## src/rtl/param_adder_pkg.sv

```systemverilog
// Shared constants for the segmented pipelined adder: default geometry,
// the add/subtract mode encoding and signed saturation limits.
package param_adder_pkg;

    localparam int DEFAULT_WIDTH = 8;
    localparam int DEFAULT_SEGS  = 2;

    // Encoding of the i_sub control input.
    typedef enum logic {
        MODE_ADD = 1'b0,
        MODE_SUB = 1'b1
    } add_mode_e;

    // Signed limits at the default width (0111..1 and 1000..0).
    localparam logic [DEFAULT_WIDTH-1:0] DEFAULT_SMAX = {1'b0, {(DEFAULT_WIDTH-1){1'b1}}};
    localparam logic [DEFAULT_WIDTH-1:0] DEFAULT_SMIN = {1'b1, {(DEFAULT_WIDTH-1){1'b0}}};

endpackage

```

## src/rtl/adder_seg.sv

```systemverilog
// One SEG_W-bit ripple-carry segment. Purely combinational; the enclosing
// pipeline registers its carry-out. The carry into the top bit is exposed so
// the last segment can form the signed overflow flag.
module adder_seg #(
    parameter int SEG_W = 4
) (
    input  logic [SEG_W-1:0] a,
    input  logic [SEG_W-1:0] b,
    input  logic             cin,
    output logic [SEG_W-1:0] sum,
    output logic             cout,
    output logic             msb_cin
);

    logic [SEG_W:0] carry;
    genvar gi;

    assign carry[0] = cin;

    generate
        for (gi = 0; gi < SEG_W; gi++) begin : g_bit
            assign sum[gi]       = a[gi] ^ b[gi] ^ carry[gi];
            assign carry[gi + 1] = (a[gi] & b[gi]) | (carry[gi] & (a[gi] ^ b[gi]));
        end
    endgenerate

    assign cout    = carry[SEG_W];
    assign msb_cin = carry[SEG_W-1];

endmodule

```

## src/rtl/param_pipe_adder.sv

```systemverilog
// Pipelined WIDTH-bit adder/subtractor split into SEGS carry-registered
// segments with a valid/ready handshake. Stage k adds segment k of operands
// that travel down the pipe with it, so results never mix operations.
// Optional macro PARAM_ADDER_SAT_EN: saturate the result on signed overflow.
import param_adder_pkg::*;

module param_pipe_adder #(
    parameter int WIDTH = DEFAULT_WIDTH,
    parameter int SEGS  = DEFAULT_SEGS
) (
    input  logic             i_clk,
    input  logic             i_rst_n,
    input  logic             i_valid,
    output logic             o_ready,
    input  logic [WIDTH-1:0] i_add_term1,
    input  logic [WIDTH-1:0] i_add_term2,
    input  logic             i_sub,
    output logic             o_valid,
    input  logic             i_ready,
    output logic [WIDTH-1:0] o_result,
    output logic             o_carry,
    output logic             o_overflow
);

    localparam int SEG_W = WIDTH / SEGS;

`ifdef PARAM_ADDER_SAT_EN
    localparam logic [WIDTH-1:0] SAT_MAX = {1'b0, {(WIDTH-1){1'b1}}};
    localparam logic [WIDTH-1:0] SAT_MIN = {1'b1, {(WIDTH-1){1'b0}}};
`endif

    // Stage registers: stage k holds the operation after segment k was added.
    logic             v_reg [SEGS];
    logic             c_reg [SEGS];
    logic [WIDTH-1:0] a_reg [SEGS];
    logic [WIDTH-1:0] b_reg [SEGS];
    logic [WIDTH-1:0] r_reg [SEGS];
    logic             ov_reg;

    // Inputs seen by each stage's segment adder (stage 0 from the ports).
    logic             src_v [SEGS];
    logic             src_c [SEGS];
    logic [WIDTH-1:0] src_a [SEGS];
    logic [WIDTH-1:0] src_b [SEGS];
    logic [WIDTH-1:0] src_r [SEGS];

    logic [SEG_W-1:0] seg_sum     [SEGS];
    logic             seg_cout    [SEGS];
    logic             seg_msb_cin [SEGS];

    logic [WIDTH-1:0] r_next [SEGS];
    logic             ov_next;
    logic             pipe_en;

    genvar gi;

    // Whole pipe advances together unless the output holds an unaccepted result.
    assign pipe_en = i_ready || !v_reg[SEGS-1];

    // Route each stage's operands: stage 0 from the ports (B inverted for
    // subtraction, carry-in = i_sub), later stages from the previous register.
    always_comb begin
        src_v[0] = i_valid;
        src_c[0] = i_sub;
        src_a[0] = i_add_term1;
        src_b[0] = (i_sub == MODE_SUB) ? ~i_add_term2 : i_add_term2;
        src_r[0] = '0;
        for (int k = 1; k < SEGS; k++) begin
            src_v[k] = v_reg[k-1];
            src_c[k] = c_reg[k-1];
            src_a[k] = a_reg[k-1];
            src_b[k] = b_reg[k-1];
            src_r[k] = r_reg[k-1];
        end
    end

    generate
        for (gi = 0; gi < SEGS; gi++) begin : g_seg
            adder_seg #(
                .SEG_W (SEG_W)
            ) u_seg (
                .a       (src_a[gi][gi*SEG_W +: SEG_W]),
                .b       (src_b[gi][gi*SEG_W +: SEG_W]),
                .cin     (src_c[gi]),
                .sum     (seg_sum[gi]),
                .cout    (seg_cout[gi]),
                .msb_cin (seg_msb_cin[gi])
            );
        end
    endgenerate

    // Merge each segment sum into its partial result; form overflow (and the
    // optional saturated value) in the final segment.
    always_comb begin
        for (int k = 0; k < SEGS; k++) begin
            r_next[k] = src_r[k];
            r_next[k][k*SEG_W +: SEG_W] = seg_sum[k];
        end
        ov_next = seg_msb_cin[SEGS-1] ^ seg_cout[SEGS-1];
`ifdef PARAM_ADDER_SAT_EN
        if (ov_next) begin
            r_next[SEGS-1] = src_a[SEGS-1][WIDTH-1] ? SAT_MIN : SAT_MAX;
        end
`endif
    end

    // Pipeline registers: cleared asynchronously, shifted when the pipe is enabled.
    always_ff @(posedge i_clk or negedge i_rst_n) begin
        if (!i_rst_n) begin
            for (int k = 0; k < SEGS; k++) begin
                v_reg[k] <= 1'b0;
                c_reg[k] <= 1'b0;
                a_reg[k] <= '0;
                b_reg[k] <= '0;
                r_reg[k] <= '0;
            end
            ov_reg <= 1'b0;
        end else if (pipe_en) begin
            for (int k = 0; k < SEGS; k++) begin
                v_reg[k] <= src_v[k];
                c_reg[k] <= seg_cout[k];
                a_reg[k] <= src_a[k];
                b_reg[k] <= src_b[k];
                r_reg[k] <= r_next[k];
            end
            ov_reg <= ov_next;
        end
    end

    assign o_ready    = pipe_en;
    assign o_valid    = v_reg[SEGS-1];
    assign o_result   = r_reg[SEGS-1];
    assign o_carry    = c_reg[SEGS-1];
    assign o_overflow = ov_reg;

endmodule

```

## config.mk

```make
export PLATFORM = sky130hd
export DESIGN_NAME = param_pipe_adder
export DESIGN_NICKNAME = d
export VERILOG_FILES = /design/src/rtl/param_adder_pkg.sv /design/src/rtl/adder_seg.sv /design/src/rtl/param_pipe_adder.sv
export SDC_FILE = /design/constraint.sdc
export NUM_CORES = 1
export LEC_CHECK = 0
export ABC_AREA = 1
export CELL_PAD_IN_SITES_DETAIL_PLACEMENT = 1
export CELL_PAD_IN_SITES_GLOBAL_PLACEMENT = 2
export CORE_UTILIZATION = 30
export DETAILED_ROUTE_END_ITERATION = 12
export PLACE_DENSITY_LB_ADDON = 0.1
export SLEW_MARGIN = 5
export SYNTH_ARGS = -nofsm -noshare
export SYNTH_HDL_FRONTEND = slang
export SYNTH_SLANG_ARGS = --single-unit
```

## constraint.sdc

```tcl
create_clock -name i_clk -period 3.2 [get_ports i_clk]
set_input_delay 0.48 -clock i_clk [delete_from_list [all_inputs] [get_ports i_clk]]
set_output_delay 0.48 -clock i_clk [all_outputs]
set_load 0.1 [all_outputs]
```

Word-level counts from Yosys, hierarchy flattened
Cells that the tools add are included.

word-level totals
  bits in registers = 33
  word-level logic and storage cells = 54

cells by class
  mux-type cells = 1
  bitwise operators = 42
  reductions and logical operators = 2

operator list
  kind               count
  1-bit XOR          17
  1-bit bitwise AND  16
  8-bit 2-to-1 mux   1
  8-bit inverter     1
  1-bit bitwise OR   8
  1-bit logical NOT  1
  1-bit logical OR   1

Longest topological paths before layout
Gate-level depths: netlist of the first run.

  depth in word-level cells = 11
  gate-level depth with buffers = 11
  gate-level depth less buffers = 11

Modules after synthesis
Synthesis of the first run repeated with hierarchy kept, for this count alone.

unflattened totals
  cells, all modules = 147
  area, all modules = 1286.2 µm²

modules (own cells, without submodules)
  module            instances  cells an instance  area an instance (µm²)  seq. area each (µm²)
  param_pipe_adder  1          123                1066.0                  625.6
  adder_seg         2          12                 110.1                   0.0

Worst setup path after synthesis of the first run
Ideal clock, no wire load.

  path type = reg-to-reg
  from = reg a_reg[12] in the netlist's numbering
  to = reg r_reg (netlist bit o_result[7])
  library setup time = 0.083 ns
  arrival time = 2.023 ns
  setup slack = 1.094 ns
  stages on the path, launching flop included = 9
  period minus slack after synthesis = 2.106 ns
  cell sequence = dfrtp_1 > fa_1 > inv_1 > fa_1 > inv_1 > fa_1 > inv_1 > fa_1 > o21ai_0

on the way
  longest elaborated chain between the ends = 8
  elaborated cells on any way between the ends = 9
  those cells by class = bitwise (9)

ends and longest elaborated chain
  item                               RTL line                 text
  from (decl)                        param_pipe_adder.sv:35   logic [WIDTH-1:0] a_reg [SEGS];
  from (signal, indexed assignment)  param_pipe_adder.sv:122  a_reg[k] <= src_a[k];
  1-bit XOR                          adder_seg.sv:23          assign carry[gi + 1] = (a[gi] & b[gi]) | (carry[gi] & (a[gi] ^ b[gi]));
  1-bit bitwise AND                  adder_seg.sv:23
  1-bit bitwise OR (*)               adder_seg.sv:23
  1-bit bitwise AND (*)              adder_seg.sv:23
  1-bit bitwise OR (*)               adder_seg.sv:23
  1-bit bitwise AND (*)              adder_seg.sv:23
  1-bit bitwise OR (*)               adder_seg.sv:23
  1-bit XOR (*)                      adder_seg.sv:22          assign sum[gi] = a[gi] ^ b[gi] ^ carry[gi];
  to (signal, indexed assignment)    param_pipe_adder.sv:124  r_reg[k] <= r_next[k];
  to (decl)                          param_pipe_adder.sv:37   logic [WIDTH-1:0] r_reg [SEGS];

Every way passes the cells marked *; elsewhere a longest branch is shown, timed or not.
A chain may end at the register's enable or synchronous reset.

Worst setup path after layout of the first run
  from = in i_sub
  to = reg r_reg (netlist bit r_next[3])

on the way
  longest elaborated chain between the ends = 9
  elaborated cells on any way between the ends = 15
  those cells by class = mux (1); bitwise (14)

ends and longest elaborated chain
  item                       RTL line                text
  from (decl)                param_pipe_adder.sv:17  input logic i_sub,
  8-bit 2-to-1 mux           param_pipe_adder.sv:66  src_b[0] = (i_sub == MODE_SUB) ? ~i_add_term2 : i_add_term2;
  1-bit XOR                  adder_seg.sv:23
  1-bit bitwise AND          adder_seg.sv:23
  1-bit bitwise OR           adder_seg.sv:23
  1-bit bitwise AND          adder_seg.sv:23
  1-bit bitwise OR           adder_seg.sv:23
  1-bit bitwise AND          adder_seg.sv:23
  1-bit bitwise OR           adder_seg.sv:23
  1-bit XOR (*)              adder_seg.sv:22
  net g_seg[0].u_seg.sum[3]  adder_seg.sv:10         output logic [SEG_W-1:0] sum,

The timed path passes the listed nets; every way through them passes the cells marked *.

==> results_tabular.tex, run 1 <==
\begin{tabular}{lr}
\hline
Metric & Value \\
\hline
\multicolumn{2}{l}{\textbf{Logic synthesis}} \\
Post-synthesis adder-cell area fraction & 11.29\% \\
Fraction of the mapped netlist area in simple logic gates & 22.48\% \\
Post-Synthesis Mean Instance Area & 8.741 µm² \\
Number of distinct standard cells referenced by the synthesized netlist & 14 \\
Fraction of synthesized cell area in xor and xnor cells & 2.117\% \\
Dominant combinational cell family by area after synthesis & simple AND/OR/NAND/NOR gates \\
Post-synthesis sequential element count & 25 \\
Yosys warning total & 0 \\
Share of the synthesized area in compound gates (AO/OA/AOI/OAI) & 4.234\% \\
Synthesized netlist net count & 170 \\
Syn Std Cell Area & 1241 µm² \\
Multiplexer share of the synthesized area & 0\% \\
Sequential cell area fraction in the yosys report & 50.40\% \\
Count of mapped cells out of synthesis & 142 \\
\multicolumn{2}{l}{\textbf{Cells and area}} \\
Number of nets in the final layout & 203 \\
Leading cell type in the layout, fill and taps excluded & nand2\_1 \\
Most frequent cells in the layout & nand2\_1 (63), clkdlybuf4s50\_1 (26), dfrtp\_1 (25), inv\_1 (21), o21ai\_0 (9) \\
Post-synthesis to final-layout area growth & 31.05\% \\
Largest register FFs & 8 \\
Ratio of cells with drive above 1 in the final layout & 7.471\% \\
Number of diodes & 0 \\
\multicolumn{2}{l}{\textbf{Floorplanning}} \\
Placeable core region & 4000 µm² \\
Starting density of the core & 31.03\% \\
Floorplan row count & 23 \\
Die width & 66.32 µm \\
Die Ht & 66.32 µm \\
IO Count & 33 \\
Total Die Area & 4398 µm² \\
\multicolumn{2}{l}{\textbf{Clocking}} \\
CTS-repair resized insts & 0 \\
Buffers from clock root to sink, at most & 2 \\
H-tree depth & 1 \\
Clock-pin slew on the worst setup and hold paths & 0.08 ns \\
Root buffer cell & clkbuf\_8 \\
Hold Buf Count CTS & 0 \\
Post-CTS repair timing setup buffer count & 0 \\
Clk sinks & 25 \\
Number of buffers created by CTS & 3 \\
CTS tree & done \\
Clock latency at the later pin of the worst-skew pair & 0.26 ns \\
\multicolumn{2}{l}{\textbf{GRT}} \\
Initial antenna violation count & 0 \\
Overall routing resource usage & 12.97\% \\
Wire length of the first global-routing pass & 4.243 mm \\
Largest net degree at the start of global routing & 26 \\
Vias in the first global route & 995 \\
Sum of overflow across all layers after global routing & 0 \\
\multicolumn{2}{l}{\textbf{Pwr}} \\
Pleak & 0.8326 nW \\
Power density relative to cell area & 789.8 nW/µm² \\
Worst IR Drop VDD & 0.2048 mV \\
Power consumption & 1.285 mW \\
\multicolumn{2}{l}{\textbf{Timing}} \\
Final Max Slew Viols & 0 \\
Headroom to the max-slew limit & 34.84\% \\
Setup total negative slack & 0 ns \\
Setup violators final & 0 \\
Worst setup skew after layout & 0.001562 ns \\
Fraction of the cycle the final worst path needs & 76.36\% \\
Unrepaired setup endpoints after global routing & no \\
Slew @ Worst Pin & 0.9743 ns \\
Number of endpoints with negative hold slack in the final report & 0 \\
Min cycle time layout & 2.443 ns \\
Achievable clock frequency & 409.3 MHz \\
\multicolumn{2}{l}{\textbf{Route}} \\
Number of antenna-violating nets in the routed design & 0 \\
Number of vias in the routed layout & 966 \\
Number of iterations in the first detailed-routing pass & 4 \\
Via-to-Cell Ratio & 4.313 \\
First DRT Iteration DRCs & 40 \\
Final WL & 2.445 mm \\
Per-cell routed wire length & 10.92 µm \\
DRC viols & 0 \\
\multicolumn{2}{l}{\textbf{Setup path}} \\
Worst Setup Path Type & primary input to register \\
Critical path launch point type & primary input \\
Critical Path End Type & register \\
Slowest cell on the critical path & clkdlybuf4s50\_1 \\
Cell chain of the critical path & clkdlybuf4s50\_1 > xor2\_1 > fa\_1 > inv\_1 > fa\_1 > inv\_1 > fa\_1 > nand2\_1 > nand2\_1 \\
Max Fanout on Critical Path & 9 \\
Data required time at the worst endpoint & 3.36 ns \\
Max incr delay on CP & 0.66 ns \\
Worst EP arrival & 2.61 ns \\
Most frequent cell on the critical path & fa\_1 \\
\multicolumn{2}{l}{\textbf{Placement}} \\
Detail Placement HPWL & 1.833 mm \\
Count of input and output buffers & 32 \\
Final Wtd Congestion & 0.7020 \\
\multicolumn{2}{l}{\textbf{Outcome}} \\
Status & finished, final reports clean \\
\multicolumn{2}{l}{\textbf{Flow run}} \\
Number of max-cap violations & 0 \\
\multicolumn{2}{l}{\textbf{Min path}} \\
Min-Delay Path Class & register to register \\
\hline
\end{tabular}
final timing paths:
kind                            from     endpoint  slack (ns)  cells after the start
min reg2reg                 src_v[0]      o_valid        0.45                      2
min                         src_v[0]      o_valid        0.45                      2
max in group asynchronous    i_rst_n    a_reg[12]        2.38                      2
max                            i_sub    r_next[3]        0.76                      9
max reg2reg                a_reg[12]  o_result[7]        0.97                      8
min in group asynchronous    i_rst_n  o_result[2]        0.57                      2
cells in the mapped netlist (all sizes together):
cell   instances  area [µm²]
nand3          5       25.02
dfrtp         25       625.6
buf            5       35.03
o21ai          9       45.04
xor2           2       17.52
nand2         64       242.7
inv           22       82.58
fa             7       140.1
o21a           1       7.510
nor2           1       11.26
xnor2          1       8.760
critical path, delay by kind of cell:
kind	cells	cell delay [ns]
buffers and inverters	3	0.79
xor gates and xnor gates	1	0.22
adders and majority gates	3	0.97
and+or+nand+nor	2	0.13
area by class of cell:
class                   count  area [µm²]
well taps                  50       62.56
fillers                   483        2374
clock buffers               4       45.04
flip-flops and latches     25       625.6
inverters                  22       82.58
multi-input cells          90       498.0
repair buffers             33       312.8
layer usage:
metal	global-route usage (%)	vias to the layer above	wire length [µm]
met5	0	-	0
met2	22.83	27	1181
li1	-	480	-
met3	2.241	5	102
met1	15.03	454	1104
met4	6.383	0	57
cells by family after synthesis:
logic type	after synthesis
AOI/OAI and AO/OA	10
DFF	25
and+or+nand+nor	70
xor gates and xnor gates	3
buffers and inverters	27
adders and majority gates	7
power breakdown:
part	internal (mW)	total [mW]	leakage, nW	switching [mW]
Clock	0.0889	0.182	0.0228	0.0931
Sequential	0.395	0.437	0.299	0.0422
Combinational	0.160	0.665	0.510	0.506
Total	0.644	1.28	0.833	0.641
per-stage QoR:
stage / instances / util [%] / worst slack [ns] / area (µm²) / hold slack, ns
2_1_floorplan: 142 / - / 1.094 / 1241 / 0.1844
3_3_place_gp: 220 / 39.54 / 0.5333 / 1582 / 0.4361
3_5_place_dp: 220 / 39.54 / 0.4442 / 1582 / 0.4362
4_1_cts: 224 / 40.66 / 0.7392 / 1627 / 0.4583
5_1_grt: 224 / 40.66 / 0.6504 / 1627 / 0.4976
6_report: 224 / 40.66 / 0.7565 / 1627 / 0.4516
No activity file was read; power rests on OpenSTA's default activity.
==> run 2: changes to the inputs <==
- CORE_UTILIZATION: 30 -> 25
- clock period: 3.2 -> 2.1 ns (I/O delays scaled with it)
==> run 2 against run 1 <==
Against the previous run: critical endpoint is now o_result[7]; non-clock buffer count increased by 5; register-to-register slack lost 0.98 ns; the run now ends with setup timing left; highest routed layer unchanged; clock skew rose by 0.0028 ns; clock power is 64% higher; combinational power is 56% higher; first-iteration DRC count shrank 78%; via count up 0.41%.
==> results_tabular.tex, run 2 (same netlist as run 1, synthesis figures left out) <==
\begin{tabular}{lr}
\hline
Metric & Value \\
\hline
\multicolumn{2}{l}{\textbf{Pwr}} \\
Clock network fraction of design power & 14.9\% (+0.7 points) \\
Switching fraction of total power & 50.70\% (+0.79 points) \\
Internal & 990.3 µW (+54\%) \\
Pleak & 0.8970 nW (+7.7\%) \\
Power density relative to cell area & 1171 nW/µm² (+48\%) \\
Reg power frac & 33.3\% (-0.7 points) \\
Worst IR Drop VDD & 0.3616 mV (+77\%) \\
Switching power & 1.018 mW (+59\%) \\
Combinational cell fraction of total power & 51.8\% (about the same) \\
Power consumption & 2.008 mW (+56\%) \\
\multicolumn{2}{l}{\textbf{Timing}} \\
Final critical-path setup slack & -0.006510 ns (-0.7631 ns) \\
Headroom to the max-slew limit & 64.34\% (+29 points) \\
Unrepaired setup endpoints after global routing & yes \\
Worst setup skew after layout & 0.004319 ns (+0.002756 ns) \\
Final Max Slew Viols & 0 (unchanged) \\
Min cycle time layout & 2.107 ns \\
Number of endpoints with negative hold slack in the final report & 0 (unchanged) \\
Setup total negative slack & -0.006510 ns (-0.006510 ns) \\
Achievable clock frequency & 474.7 MHz \\
Setup violators final & 1 (+1) \\
Fraction of the cycle the final worst path needs & 100.3\% \\
Slew @ Worst Pin & 0.5336 ns (-0.4407 ns) \\
\multicolumn{2}{l}{\textbf{Clocking}} \\
Clock-pin slew on the worst setup and hold paths & 0.09 ns (about the same) \\
Clk sinks & 25 (unchanged) \\
H-tree depth & 1 (unchanged) \\
CTS tree & done \\
Buffers from clock root to sink, at most & 2 (unchanged) \\
Root buffer cell & clkbuf\_8 \\
Number of buffers created by CTS & 3 (unchanged) \\
Hold Buf Count CTS & 0 (unchanged) \\
Clock latency at the later pin of the worst-skew pair & 0.28 ns (+0.02 ns) \\
\multicolumn{2}{l}{\textbf{Setup path}} \\
Worst Setup Path Type & register to register \\
Reg2reg end & o\_result[7] \\
Reg-to-Reg Start & c\_reg[1] \\
Reg2reg setup slack & -0.007 ns (-0.98 ns) \\
Max incr delay on CP & 0.41 ns (-0.25 ns) \\
Depth of the worst register-to-register path & 8 (unchanged) \\
Cell type group with the largest total delay on the critical path & adder cells \\
Critical Path End Type & register \\
Critical path launch point type & register \\
Worst EP arrival & 2.32 ns (-0.29 ns) \\
Max Fanout on Critical Path & 2 (-7) \\
Data required time at the worst endpoint & 2.31 ns (-1.05 ns) \\
Cell chain of the critical path & fa\_2 > inv\_2 > fa\_2 > inv\_2 > fa\_2 > inv\_2 > fa\_1 > o21ai\_1 \\
Crit path buf inv count & 3 (unchanged) \\
Slowest cell on the critical path & dfrtp\_1 \\
\multicolumn{2}{l}{\textbf{Route}} \\
First DRT Iteration DRCs & 9 (-78\%) \\
DRC viols & 0 (unchanged) \\
Per-cell routed wire length & 11.15 µm (+2.2\%) \\
Number of iterations in the first detailed-routing pass & 3 (-1) \\
Number of antenna-violating nets in the routed design & 0 (unchanged) \\
Number of vias in the routed layout & 970 (+0.41\%) \\
Final WL & 2.744 mm (+12\%) \\
Via-to-Cell Ratio & 3.943 (-8.6\%) \\
\multicolumn{2}{l}{\textbf{GRT}} \\
Wire length of the first global-routing pass & 4.823 mm (+14\%) \\
Vias in the first global route & 1054 (+5.9\%) \\
Initial antenna violation count & 0 (unchanged) \\
Largest net degree at the start of global routing & 26 (unchanged) \\
Sum of overflow across all layers after global routing & 0 (unchanged) \\
Overall routing resource usage & 12.16\% (-0.82 points) \\
\multicolumn{2}{l}{\textbf{Floorplanning}} \\
Total Die Area & 5250 µm² (+19\%) \\
Die width & 72.46 µm (+9.3\%) \\
Placeable core region & 4755 µm² (+19\%) \\
Floorplan row count & 25 (+8.7\%) \\
Starting density of the core & 26.11\% (-4.9 points) \\
IO Count & 33 (unchanged) \\
Die Ht & 72.46 µm (+9.3\%) \\
\multicolumn{2}{l}{\textbf{Cells and area}} \\
Most frequent cells in the layout & nand2\_1 (62), dfrtp\_1 (25), buf\_4 (17), inv\_1 (16), clkdlybuf4s50\_1 (16) \\
Cell Count, Final, Fillers Out & 246 (+9.8\%) \\
Number of diodes & 0 (unchanged) \\
Count of fill cells added during filler insertion & 577 (+19\%) \\
Largest register FFs & 8 (unchanged) \\
Post-synthesis to final-layout area growth & 38.21\% \\
Number of nets in the final layout & 208 (+2.5\%) \\
Leading cell type in the layout, fill and taps excluded & nand2\_1 \\
Final Core Density & 36.08\% (-4.6 points) \\
Ratio of cells with drive above 1 in the final layout & 20.11\% (+13 points) \\
\multicolumn{2}{l}{\textbf{Placement}} \\
Detail Placement HPWL & 1.985 mm (+8.3\%) \\
Post-placement worst setup slack & -0.3106 ns (-0.7548 ns) \\
Count of input and output buffers & 32 (unchanged) \\
Number of cells in the design after placement & 241 (+9.5\%) \\
Final Wtd Congestion & 0.7087 (+0.95\%) \\
\multicolumn{2}{l}{\textbf{Outcome}} \\
Status & finished, violations left \\
Failing checks & setup timing \\
\multicolumn{2}{l}{\textbf{Flow run}} \\
Number of max-cap violations & 0 (unchanged) \\
\multicolumn{2}{l}{\textbf{Min path}} \\
Min-Delay Path Class & primary input to asynchronous set/reset pin \\
\hline
\end{tabular}
run 2: cell types whose count changed in the layout (fill, tap and decap cells not counted), sizes merged:
cell,delta
buf,+11
clkdlybuf4s50,-10
dlymetal6s2s,+4
run 2: cell type report:
cell class	count	area [µm²]	area share [%]
sequential	25	625.6	36.47
multi-input combinational	90	520.5	30.34
timing repair buffer	38	357.8	20.86
tap	67	83.83	4.887
inverter	22	82.58	4.814
clock buffer	4	45.04	2.626
run 2: metrics by stage:
step	hold WS, ns	area, µm²
after floorplan	0.01941	1241
after global placement	0.4316	1630
after detailed placement	0.4402	1630
after CTS	0.4153	1690
after global routing	0.4259	1715
final	0.3994	1715
run 2: worst max-delay path by stage:
stage	startpoint	to	slack, ns	cells after the start
after floorplan	a_reg[12]	o_result[7]	0.02	8
after global placement	i_sub	r_next[3]	-0.26	9
after detailed placement	i_sub	r_next[3]	-0.31	9
after CTS	a_reg[12]	o_result[7]	-0.02	8
after global routing	b_reg[12]	o_result[7]	-0.12	8
final	c_reg[1]	o_result[7]	-0.007	8
run 2: routing by layer:
metal / routed length [µm] / global-route usage (%) / vias to the layer above
li1: - / - / 486
met1: 1306 / 15.19 / 450
met4: 60 / 6.536 / 0
met3: 147 / 2.083 / 5
met5: 0 / 0 / -
met2: 1230 / 20.04 / 29
run 2: power by group through the flow:
stage                     Sequential [mW]  Combinational (mW)  Clock [mW]
final                               0.668                1.04       0.299
after global routing                0.688                1.12       0.321
after CTS                           0.670                1.04       0.307
after detailed placement            0.679                1.03           0
after global placement              0.675                1.01           0
after floorplan                      1.22               0.227           0
run 2: what timing repair did:
action	in CTS	in global routing
pin swaps	3	5
resized for setup	7	9
endpoints found under the hold margin	0	0
endpoints found under the setup margin	3	5
buffers inserted	0	1
==> RTL change 1, RTL diff (settings of run 2) <==
Add a define of `PARAM_ADDER_SAT_EN`.
--- a/src/rtl/param_pipe_adder.sv
+++ b/src/rtl/param_pipe_adder.sv
@@ -2,6 +2,8 @@
 // segments with a valid/ready handshake. Stage k adds segment k of operands
 // that travel down the pipe with it, so results never mix operations.
 // Optional macro PARAM_ADDER_SAT_EN: saturate the result on signed overflow.
+`define PARAM_ADDER_SAT_EN
+
 import param_adder_pkg::*;
 
 module param_pipe_adder #(
Function: changed (a bounded check fails within 4 cycles, from zero or initial values and one cycle with i_rst_n low).
==> RTL change 1 against run 2 <==
Worst setup slack lost 110 ps; total power rose by 13%; the flow still finishes with violations (setup timing); via count down 0.31%; design area rose by 5.5%; sequential cell count unchanged; area after synthesis rose by 10%; sequential power up 4.3%; wire length about the same; critical endpoint is now o_result[5]; synthesized cell count stayed put.
==> RTL change 1: results (changes against run 2) <==
[run_status]
status=finished, violations left
violations=setup timing

[cells_and_area]
buffers=41  ; +7.9%
multi_input_area_share_pct=33.3  ; +3.0 points
nets=204  ; -1.9%
buffer_area_share_pct=20.8  ; -0.045 points
num-nonclk-inverters=17  ; -23%
final-clk-cell-share_pct=2.49  ; -0.14 points
nFillCells=613  ; +6.2%

[power_and_ir_drop]
comb_power_share_pct=57.0  ; +5.2 points
powerClk_mw=0.280  ; -6%
switching_share_pct=52.3  ; +1.6 points

[logic_synthesis]
ys_seq_area_share_pct=45.7  ; -4.7 points
synthTopCellsByCount=nand2_1, dfrtp_1, inv_1, nand3_1, buf_4
ys_types=20  ; +6
ys_top_cells_by_area=dfrtp_1, fa_1, nand2_1

[grt]
grt_pass1_vias=1058  ; +0.38%
grt_pass1_wl_um=5060  ; +5.0%

[setup_path]
crit_path_max_incr_delay_ps=390  ; -20 ps
path_max_fanout=8  ; +6
timing.rr.start=a_reg[12]
critPathArrivalTime_ps=2370  ; +50 ps
timing.rr.end=o_result[5]

[placement]
dp_hpwl_um=2090  ; +5.3%
gp_congestion=0.676  ; -4.7%

[sta]
setup_viol=9  ; +8
finalSetupTns_ps=-883  ; -876 ps
tightest_slew_ps=329  ; -205 ps
final.setup.worst_slack_ps=-117  ; -111 ps

[floorplanning]
core_um2=5200  ; +9.5%

[route]
avgViaCountPerCell=3.96  ; +0.51%
dr.pass1.iters=2  ; -1

[cts]
clock_latency_ps=260  ; -20 ps

RTL change 1: worst max-delay path by stage:
stage               slack [ps]     endpoint  cells after the start
floorplan                  -10  o_result[0]                      9
global placement          -320    r_reg[11]                      9
detailed placement        -390    r_reg[11]                      9
CTS                       -130  o_result[6]                      9
global route              -230  o_result[4]                      9
finish                    -120  o_result[5]                      9
RTL change 1: cells by family (layout without fill, tap and decap cells):
group                    Yosys count  count (layout)  share of synthesized area, %
AO/OA/AOI/OAI                     13              13                          5.85
XOR/XNOR                           8               8                          5.12
adder cells (fa/ha/maj)            8               8                          11.7
buffers and inverters             30              62                          13.0
flip-flops                        25              25                          45.7
multiplexers                       1               1                         0.823
AND/OR/NAND/NOR                   57              57                          17.8
RTL change 1: metal layers:
| metal | share of wire, % | global-route usage (%) | routed length (um) |
|---|---|---|---|
| met5 | 0 | 0 | 0 |
| met4 | 0.84 | 3.46 | 23 |
| met3 | 4.6 | 2.75 | 126 |
| met2 | 46 | 17.6 | 1270 |
| met1 | 48 | 14.6 | 1320 |
==> RTL change 2, RTL diff (settings of run 2) <==
Without the edit above. Put one more register stage on the output `o_overflow`, cleared by the reset. The value now appears one clock later. The other outputs are not delayed to match.
--- a/src/rtl/param_pipe_adder.sv
+++ b/src/rtl/param_pipe_adder.sv
@@ -131,7 +131,13 @@
     assign o_valid    = v_reg[SEGS-1];
     assign o_result   = r_reg[SEGS-1];
     assign o_carry    = c_reg[SEGS-1];
-    assign o_overflow = ov_reg;
+    always_ff @(posedge i_clk or negedge i_rst_n) begin
+        if (!i_rst_n) begin
+            o_overflow <= '0;
+        end else begin
+            o_overflow <= ov_reg;
+        end
+    end
 
 endmodule
 
Formal check against the unedited RTL: not equivalent (a bounded check fails within 4 cycles, from zero or initial values and one cycle with i_rst_n low).
==> RTL change 2 against run 2 <==
Design area rose by 0.44%; worst setup slack improved by 12 ps; utilization fell by 0.079 points; sequential cell count rose by 1; critical path depth did not move; wire length rose by 0.55%; die area rose by 2.0%; largest cell class unchanged; area after synthesis rose by 2.0%; total power rose by 0.28%; clock power fell by 8.0%; highest routed layer unchanged; sequential power rose by 4.0%.
==> RTL change 2: results (changes against run 2) <==
[logic_synthesis]
ys_seq_area_share_pct=51.4  ; +0.98 points
yosys.area_share.xor_xnor_pct=2.08  ; -0.042 points
yosysTopAreaCellShare_pct=51.4  ; +0.98 points
synth_compound_area_share_pct=4.15  ; -0.084 points
synthTopCellsByCount=nand2_1, dfrtp_1, inv_1
synth_fa_ha_area_share_pct=11.1  ; -0.22 points
ys_top_cells_by_area=dfrtp_1, nand2_1, fa_1

[grt]
grt_pass1_vias=1045  ; -0.85%
grt_pass1_wl_um=4750  ; -1.4%
grt.total_usage_pct=11.9  ; -0.24 points

[placement]
placed_area_um2=1660  ; +1.5%
gp_congestion=0.664  ; -6.3%
dp_hpwl_um=2110  ; +6.5%

[route]
dr.first_iter.drc_count=28  ; +19
wl_per_cell_um=11.2  ; +0.55%
avgViaCountPerCell=3.97  ; +0.62%

[hold_path]
hold_path.class=register to register

[power_and_ir_drop]
max-vdd-ir-drop_v=0.000516  ; +43%
switching_share_pct=49.7  ; -1.0 points

[sta]
relSlewSlack_pct=61.5  ; -2.8 points
clock_skew_ps=1.68  ; -2.64 ps

[cells_and_area]
drive_gt1_share_pct=19.6  ; -0.56 points
nFillCells=576  ; -0.17%

[setup_path]
critPathArrivalTime_ps=2290  ; -30 ps

[run_status]
status=finished, final reports clean

RTL change 2: cell types whose count changed after synthesis, sizes merged:
cell / delta
dfrtp: +1
RTL change 2: worst max-delay path, stage by stage, from the launching register on:
cell     delay (ps)
dfrtp_1         410
fa_2            390
inv_2            60
fa_1            150
inv_1            50
fa_2            350
inv_2            80
fa_2            420
o21ai_1         110
RTL change 2: metal layers:
layer / vias up / track usage, % / share of wire, % / routed length [um]
met5: - / 0 / 0 / 0
li1: 489 / - / - / -
met2: 20 / 21.0 / 51 / 1400
met1: 465 / 14.1 / 43 / 1190
met3: 2 / 3.31 / 5.3 / 147
met4: 0 / 3.27 / 0.83 / 23
RTL change 2: path summary, 6_finish.rpt:
path	slack [ps]	end	cells past startpoint	start
worst max-delay path	5	o_result[7]	8	c_reg[1]
worst max register to register	5	o_result[7]	8	c_reg[1]
min in group asynchronous	410	o_result[2]	2	i_rst_n
max in group asynchronous	1430	ov_reg	2	i_rst_n
worst min-delay path	390	o_overflow	0	ov_reg
worst min register to register	390	o_overflow	0	ov_reg
RTL change 2: through the flow:
| step | cells | worst slack (ps) | setup TNS (ps) |
|---|---|---|---|
| 2_1_floorplan | 143 | 15.9 | 0 |
| 3_3_place_gp | 242 | -265 | -569 |
| 3_5_place_dp | 242 | -345 | -768 |
| 4_1_cts | 246 | -36.7 | -59.7 |
| 5_1_grt | 246 | -97.2 | -140 |
| 6_report | 246 | 5.25 | 0 |
RTL change 2: timing repair:
action                     4_1_cts  5_1_grt
pin swaps                        4        2
gates resized for setup          5        9
hold buffers                     0        0
setup buffers                    1        0
setup endpoints to repair        4        5
RTL change 2: power groups by stage:
stage                     clock network (mW)  logic, mW  registers (mW)
after floorplan                            0      0.227            1.25
after detailed placement                   0       1.04           0.708
after global routing                   0.311       1.12           0.714
after CTS                              0.291       1.06           0.698
final                                  0.275       1.04           0.695
after global placement                     0       1.03           0.704
RTL change 2: logic make-up after synthesis:
| family | Yosys count |
|---|---|
| fa+ha+maj | 7 |
| flops | 26 |
| xor+xnor | 3 |
| buf+inv | 27 |
| compound gates | 10 |
| simple gates | 70 |
RTL change 2: layout make-up:
type | count | area (um2) | area share, %
multi-input cells | 90 | 513 | 29.8
inverters | 22 | 82.6 | 4.79
clock buffers | 3 | 41.3 | 2.40
flip-flops and latches | 26 | 651 | 37.8
well taps | 67 | 83.8 | 4.87
repair buffers | 38 | 352 | 20.4
